<file path="src/rtl/regfile_mp_sb_if.sv">
// Bundle of read, writeback, issue and flush signals between the pipeline and regfile_mp_sb.
// The master side is the pipeline; the slave side is the register file.
interface regfile_mp_sb_if #(
    parameter int DATA_W = 32,
    parameter int ADDR_W = 5,
    parameter int NUM_RD = 2
);
    logic [NUM_RD*ADDR_W-1:0] raddr;
    logic [NUM_RD*DATA_W-1:0] rdata;
    logic [NUM_RD-1:0]        rbusy;
    logic                     we0;
    logic [ADDR_W-1:0]        waddr0;
    logic [DATA_W-1:0]        wdata0;
    logic                     we1;
    logic [ADDR_W-1:0]        waddr1;
    logic [DATA_W-1:0]        wdata1;
    logic                     iss_valid;
    logic [ADDR_W-1:0]        iss_rd;
    logic                     flush;
    logic [(1<<ADDR_W)-1:0]   busy_vec;

    modport master (
        output raddr, we0, waddr0, wdata0, we1, waddr1, wdata1, iss_valid, iss_rd, flush,
        input  rdata, rbusy, busy_vec
    );

    modport slave (
        input  raddr, we0, waddr0, wdata0, we1, waddr1, wdata1, iss_valid, iss_rd, flush,
        output rdata, rbusy, busy_vec
    );
endinterface

</file>
<file path="src/rtl/regfile_mp_sb.sv">
// Multi-port register file with two writeback ports, write-to-read bypass and
// a per-register pending (scoreboard) bit for RAW hazard detection at issue.
module regfile_mp_sb #(
    parameter int DATA_W   = 32,
    parameter int ADDR_W   = 5,
    parameter int NUM_RD   = 2,
    parameter int ZERO_REG = 1
) (
    input  logic           clk,
    input  logic           rst,
    regfile_mp_sb_if.slave bus
);
    localparam int DEPTH = 1 << ADDR_W;

    logic [DATA_W-1:0]        r_mem [DEPTH];
    logic [DEPTH-1:0]         r_busy;
    logic [DEPTH-1:0]         w_busy_nxt;
    logic                     w_eff0;
    logic                     w_eff1;
    logic [NUM_RD*DATA_W-1:0] w_rdata;
    logic [NUM_RD-1:0]        w_rbusy;

    // A write to x0 is discarded entirely when register 0 is hardwired.
    assign w_eff0 = bus.we0 && !((ZERO_REG != 0) && (bus.waddr0 == {ADDR_W{1'b0}}));
    assign w_eff1 = bus.we1 && !((ZERO_REG != 0) && (bus.waddr1 == {ADDR_W{1'b0}}));

    // Read ports: zero register, then port 1 bypass, then port 0 bypass, then array.
    always_comb begin
        w_rdata = '0;
        w_rbusy = '0;
        for (int i = 0; i < NUM_RD; i++) begin
            logic [ADDR_W-1:0] ra;
            logic              hit0;
            logic              hit1;
            ra   = bus.raddr[i*ADDR_W +: ADDR_W];
            hit0 = w_eff0 && (bus.waddr0 == ra);
            hit1 = w_eff1 && (bus.waddr1 == ra);
            if ((ZERO_REG != 0) && (ra == {ADDR_W{1'b0}})) begin
                w_rdata[i*DATA_W +: DATA_W] = {DATA_W{1'b0}};
                w_rbusy[i]                  = 1'b0;
            end else begin
                if (hit1) begin
                    w_rdata[i*DATA_W +: DATA_W] = bus.wdata1;
                end else if (hit0) begin
                    w_rdata[i*DATA_W +: DATA_W] = bus.wdata0;
                end else begin
                    w_rdata[i*DATA_W +: DATA_W] = r_mem[ra];
                end
                w_rbusy[i] = r_busy[ra] && !(hit0 || hit1);
            end
        end
    end

    assign bus.rdata    = w_rdata;
    assign bus.rbusy    = w_rbusy;
    assign bus.busy_vec = r_busy;

    // Scoreboard next state: the issue set is applied last so a new producer wins over a retiring one.
    always_comb begin
        w_busy_nxt = r_busy;
        if (bus.flush) begin
            w_busy_nxt = {DEPTH{1'b0}};
        end else begin
            if (w_eff0) begin
                w_busy_nxt[bus.waddr0] = 1'b0;
            end else begin
                w_busy_nxt = w_busy_nxt;
            end
            if (w_eff1) begin
                w_busy_nxt[bus.waddr1] = 1'b0;
            end else begin
                w_busy_nxt = w_busy_nxt;
            end
            if (bus.iss_valid && !((ZERO_REG != 0) && (bus.iss_rd == {ADDR_W{1'b0}}))) begin
                w_busy_nxt[bus.iss_rd] = 1'b1;
            end else begin
                w_busy_nxt = w_busy_nxt;
            end
        end
    end

    // Scoreboard flops.
    always_ff @(posedge clk) begin
        if (rst) begin
            r_busy <= {DEPTH{1'b0}};
        end else begin
            r_busy <= w_busy_nxt;
        end
    end

    // Register array; port 1 is written last so it wins an address collision.
    always_ff @(posedge clk) begin
        if (rst) begin
            for (int j = 0; j < DEPTH; j++) begin
                r_mem[j] <= {DATA_W{1'b0}};
            end
        end else begin
            if (w_eff0) begin
                r_mem[bus.waddr0] <= bus.wdata0;
            end
            if (w_eff1) begin
                r_mem[bus.waddr1] <= bus.wdata1;
            end
        end
    end
endmodule
</file>
<file path="src/flat_wrapper.sv">
// flat-port wrapper written by rule: the top's interface ports become plain ports
module regfile_mp_sb_flat 
#(
    parameter int DATA_W   = 32,
    parameter int ADDR_W   = 5,
    parameter int NUM_RD   = 2,
    parameter int ZERO_REG = 1
)
  (clk, rst, bus_raddr, bus_we0, bus_waddr0, bus_wdata0, bus_we1, bus_waddr1, bus_wdata1, bus_iss_valid, bus_iss_rd, bus_flush, bus_rdata, bus_rbusy, bus_busy_vec);
  regfile_mp_sb_if #(.DATA_W(DATA_W), .ADDR_W(ADDR_W), .NUM_RD(NUM_RD)) bus_i ();
  input  logic clk;
  input  logic rst;
  input wire logic [$bits(bus_i.raddr)-1:0] bus_raddr;
  input wire logic [$bits(bus_i.we0)-1:0] bus_we0;
  input wire logic [$bits(bus_i.waddr0)-1:0] bus_waddr0;
  input wire logic [$bits(bus_i.wdata0)-1:0] bus_wdata0;
  input wire logic [$bits(bus_i.we1)-1:0] bus_we1;
  input wire logic [$bits(bus_i.waddr1)-1:0] bus_waddr1;
  input wire logic [$bits(bus_i.wdata1)-1:0] bus_wdata1;
  input wire logic [$bits(bus_i.iss_valid)-1:0] bus_iss_valid;
  input wire logic [$bits(bus_i.iss_rd)-1:0] bus_iss_rd;
  input wire logic [$bits(bus_i.flush)-1:0] bus_flush;
  output wire logic [$bits(bus_i.rdata)-1:0] bus_rdata;
  output wire logic [$bits(bus_i.rbusy)-1:0] bus_rbusy;
  output wire logic [$bits(bus_i.busy_vec)-1:0] bus_busy_vec;
  assign bus_i.raddr = bus_raddr;
  assign bus_i.we0 = bus_we0;
  assign bus_i.waddr0 = bus_waddr0;
  assign bus_i.wdata0 = bus_wdata0;
  assign bus_i.we1 = bus_we1;
  assign bus_i.waddr1 = bus_waddr1;
  assign bus_i.wdata1 = bus_wdata1;
  assign bus_i.iss_valid = bus_iss_valid;
  assign bus_i.iss_rd = bus_iss_rd;
  assign bus_i.flush = bus_flush;
  assign bus_rdata = bus_i.rdata;
  assign bus_rbusy = bus_i.rbusy;
  assign bus_busy_vec = bus_i.busy_vec;
  regfile_mp_sb #(.DATA_W(DATA_W), .ADDR_W(ADDR_W), .NUM_RD(NUM_RD), .ZERO_REG(ZERO_REG)) u_core (.clk(clk), .rst(rst), .bus(bus_i));
endmodule
</file>
<file path="config.mk">
export PLATFORM = sky130hd
export DESIGN_NAME = regfile_mp_sb_flat
export DESIGN_NICKNAME = d
export VERILOG_FILES = /design/src/rtl/regfile_mp_sb_if.sv /design/src/rtl/regfile_mp_sb.sv /design/src/flat_wrapper.sv
export SDC_FILE = /design/constraint.sdc
export NUM_CORES = 2
export LEC_CHECK = 0
export ABC_AREA = 1
export BUFFER_PORTS_ARGS = -buffer_cell sky130_fd_sc_hd__buf_2
export CORE_MARGIN = 2
export CORE_UTILIZATION = 30
export CTS_CLUSTER_DIAMETER = 120
export DETAILED_ROUTE_END_ITERATION = 10
export GPL_ROUTABILITY_DRIVEN = 0
export HOLD_SLACK_MARGIN = 0.15
export PLACE_DENSITY = 0.44
export SETUP_SLACK_MARGIN = 0.3
export SLEW_MARGIN = 10
export SYNTH_ARGS = -nofsm -noshare
export SYNTH_HDL_FRONTEND = slang
export SYNTH_SLANG_ARGS = --single-unit
</file>
<file path="constraint.sdc">
create_clock -name clk -period 3.1 [get_ports clk]
set_input_delay 0.31 -clock clk [delete_from_list [all_inputs] [get_ports clk]]
set_output_delay 0.31 -clock clk [all_outputs]
set_load 0.005 [all_outputs]
</file>
==> results.cfg <==
[layout]
fin_area_um2 = 76200
area_growth_pct = 16.3
nFillCells = 22500
drive_above_1_share = 0.138
finalNetCount = 8263

[cts]
cts_made_buffers = 134
cts_root_buffer = clkbuf_16
clock-sinks = 1056
cts_max_level = 4
clk_pin_slew_ns = 0.06
clkLatencyLatePin_ns = 0.80
cts_buffer_depth = 3
cts_tree = done

[sta]
period_share = 0.928
fin_crit_ns = 2.88
finalWorstSetupSlack_ns = 0.224
timing_max_transition_violations_final = 0
rsz0062_at_grt = true
max_slew_margin = 0.182
setup_violations = 0
tightestPinTransition_ns = 1.22
clock.fmax_mhz = 348
hold_violations = 0
fin_skew_ns = 0

[drt]
ant_nets = 0
drc = 0
initialDrtViolationCount = 10500
wl_um = 367000
viasPerCell = 6.14
post_drt_wl_per_cell_um = 32.9
vias = 68400
dr.pass1.iters = 6

[job]
cap_violations = 0

[worst_setup_path]
required_ns = 2.79
crit_type = reg2out
end_kind = output port
critical_path_arrival_ns = 2.57
cp-start-kind = flip-flop
crit_fanout = 3

[pwr]
leakage_nw = 29.2
power_density_nw_per_um2 = 509
irDropWorstVdd_mv = 0.541

[outcome]
outcome = finished, final reports clean

[placed_design]
numPortBuffers = 192
dpl_cell_area_um2 = 71500
dpl.hpwl_um = 210000
preCtsSetupSlack_ns = -0.177

[floorplan]
die_h_um = 471
die-area_um2 = 222000
coreArea_um2 = 217000
start_util = 0.302
placementRows = 171
io_pins = 193
die_width_um = 471

[synth]
ys_ff_latch = 1056
async_flop_share = 0
syn_area_um2 = 65500
yosys_most_used_dff = edfxtp_1
synthDistinctLibCells = 38
synth_seq_area_share = 0.479
postSynthAreaPerCell_um2 = 7.92
yosysWarnings = 0
synth_edf_count = 1024
syn_inst = 8262

[global_route]
track_usage = 0.318
antenna_found_initial = 22
grt_pass1_vias = 63900
grt_pass1_wl_um = 503000
grt_overflow = 0
grt_max_degree = 115

[worst_hold_path]
hp-class = in2reg
[repair_timing]
action                                  in CTS  in global routing
endpoints found under the setup margin      44                 35
gates cloned                                 0                  1
gates resized for setup                     26                 64
hold buffers                                28                  0
pin swaps                                    2                  2
endpoints found under the hold margin       87                  0
buffers inserted                             3                  0
[cell usage after synthesis (6+ instances only)]
cell type	number	area, um2
nor3_2	6	60.1
nor2_2	15	93.8
a21oi_1	387	1940
buf_6	25	282
nor3_1	10	50.1
o211ai_1	13	97.6
o21ai_0	139	696
edfxtp_1	1024	30700
buf_1	78	293
nor2_4	7	78.8
nor2_1	195	732
inv_2	28	105
inv_1	236	886
buf_2	315	1580
a21oi_2	30	263
nand3_2	15	150
nand2_1	2863	10700
o22ai_1	867	5420
nand3_1	1350	6760
dfxtp_1	32	641
buf_4	17	128
xor2_1	7	61.3
xnor2_1	7	61.3
clkbuf_1	435	1630
o22ai_2	125	1560
[report_power, final]
group | total, mW | internal (mW) | switching [mW]
logic | 6.54 | 1.80 | 4.74
clock network | 15.2 | 8.38 | 6.83
registers | 17.0 | 16.5 | 0.452
total | 38.7 | 26.7 | 12.0
[final timing paths]
path | slack [ns] | endpoint | start | depth (start not counted)
max | 0.22 | bus_rbusy[1] | u_core.bus.busy_vec[26] | 8
min reg2reg | 0.54 | u_core.bus.busy_vec[0] | u_core.bus.busy_vec[0] | 2
max reg2reg | 1.78 | u_core.bus.busy_vec[13] | u_core.bus.busy_vec[13] | 3
min | 0.18 | u_core.r_mem[0][30] | rst | 2
[cell usage in the layout (no fill, tap or decap), types with 8 or more instances in the layout]
cell / count
nand2_1: 2829
nand3_1: 1302
edfxtp_1: 1024
o22ai_1: 867
a21oi_1: 382
inv_1: 232
buf_4: 231
buf_2: 184
nor2_1: 169
buf_12: 158
clkbuf_16: 137
o22ai_2: 125
o21ai_0: 119
nand3_2: 62
nand2_2: 39
nor2_2: 36
clkbuf_1: 35
a21oi_2: 32
conb_1: 32
clkinv_1: 30
dlygate4sd3_1: 28
inv_2: 25
o21ai_1: 20
clkinv_2: 20
dfxtp_1: 18
o211ai_1: 13
nor2_4: 12
dfxtp_2: 12
diode_2: 8
nor3_1: 8
[layout make-up]
cell class	instances	area, um2	share of cell area
antenna	8	20.0	0.000263
clock buffer	172	3550	0.0466
clock inverter	68	518	0.00680
inverter	265	1050	0.0137
multi-input combinational	6102	29800	0.392
sequential	1056	31400	0.412
tap	2854	3570	0.0469
timing repair buffer	609	6230	0.0818
[kinds of logic after synthesis]
group / synth area share
other cells: 0.0000573
simple gates: 0.291
xor+xnor: 0.00187
flops: 0.479
buf+inv: 0.0750
compound gates: 0.153
[sequential cells by signal (all words and copies together), names as in the netlist]
signal               cells
u_core.r_mem          1024
u_core.bus.busy_vec     32
[routing by layer]
layer	track usage	up-vias	wire (um)
li1	-	28800	-
met1	0.408	33500	142000
met2	0.483	4982	159000
met3	0.0824	1115	42800
met4	0.181	16	22800
met5	0	-	122
[worst max-delay path, stage by stage, from the launching register on]
cell and delay, ns:
dfxtp_1 0.42, inv_1 0.07, o21ai_0 0.16, nand3_1 0.17
nand3_1 0.17, a21oi_1 0.14, nor3_4 0.35, buf_4 0.18
buf_2 0.10
[stage by stage]
step | instances | setup TNS [ns] | power (mW) | utilization | hold WS, ns
final | 11100 | 0 | 38.7 | 0.351 | 0.178
after global routing | 11100 | 0 | 39.8 | 0.351 | 0.174
after CTS | 11100 | 0 | 38.6 | 0.350 | 0.150
after detailed placement | 10900 | -0.375 | 23.5 | 0.330 | 0.549
after global placement | 10900 | -0.265 | 23.5 | 0.330 | 0.541
after floorplan | 8293 | 0 | 20.6 | - | 0.457
(Power assumes the default switching activity.)
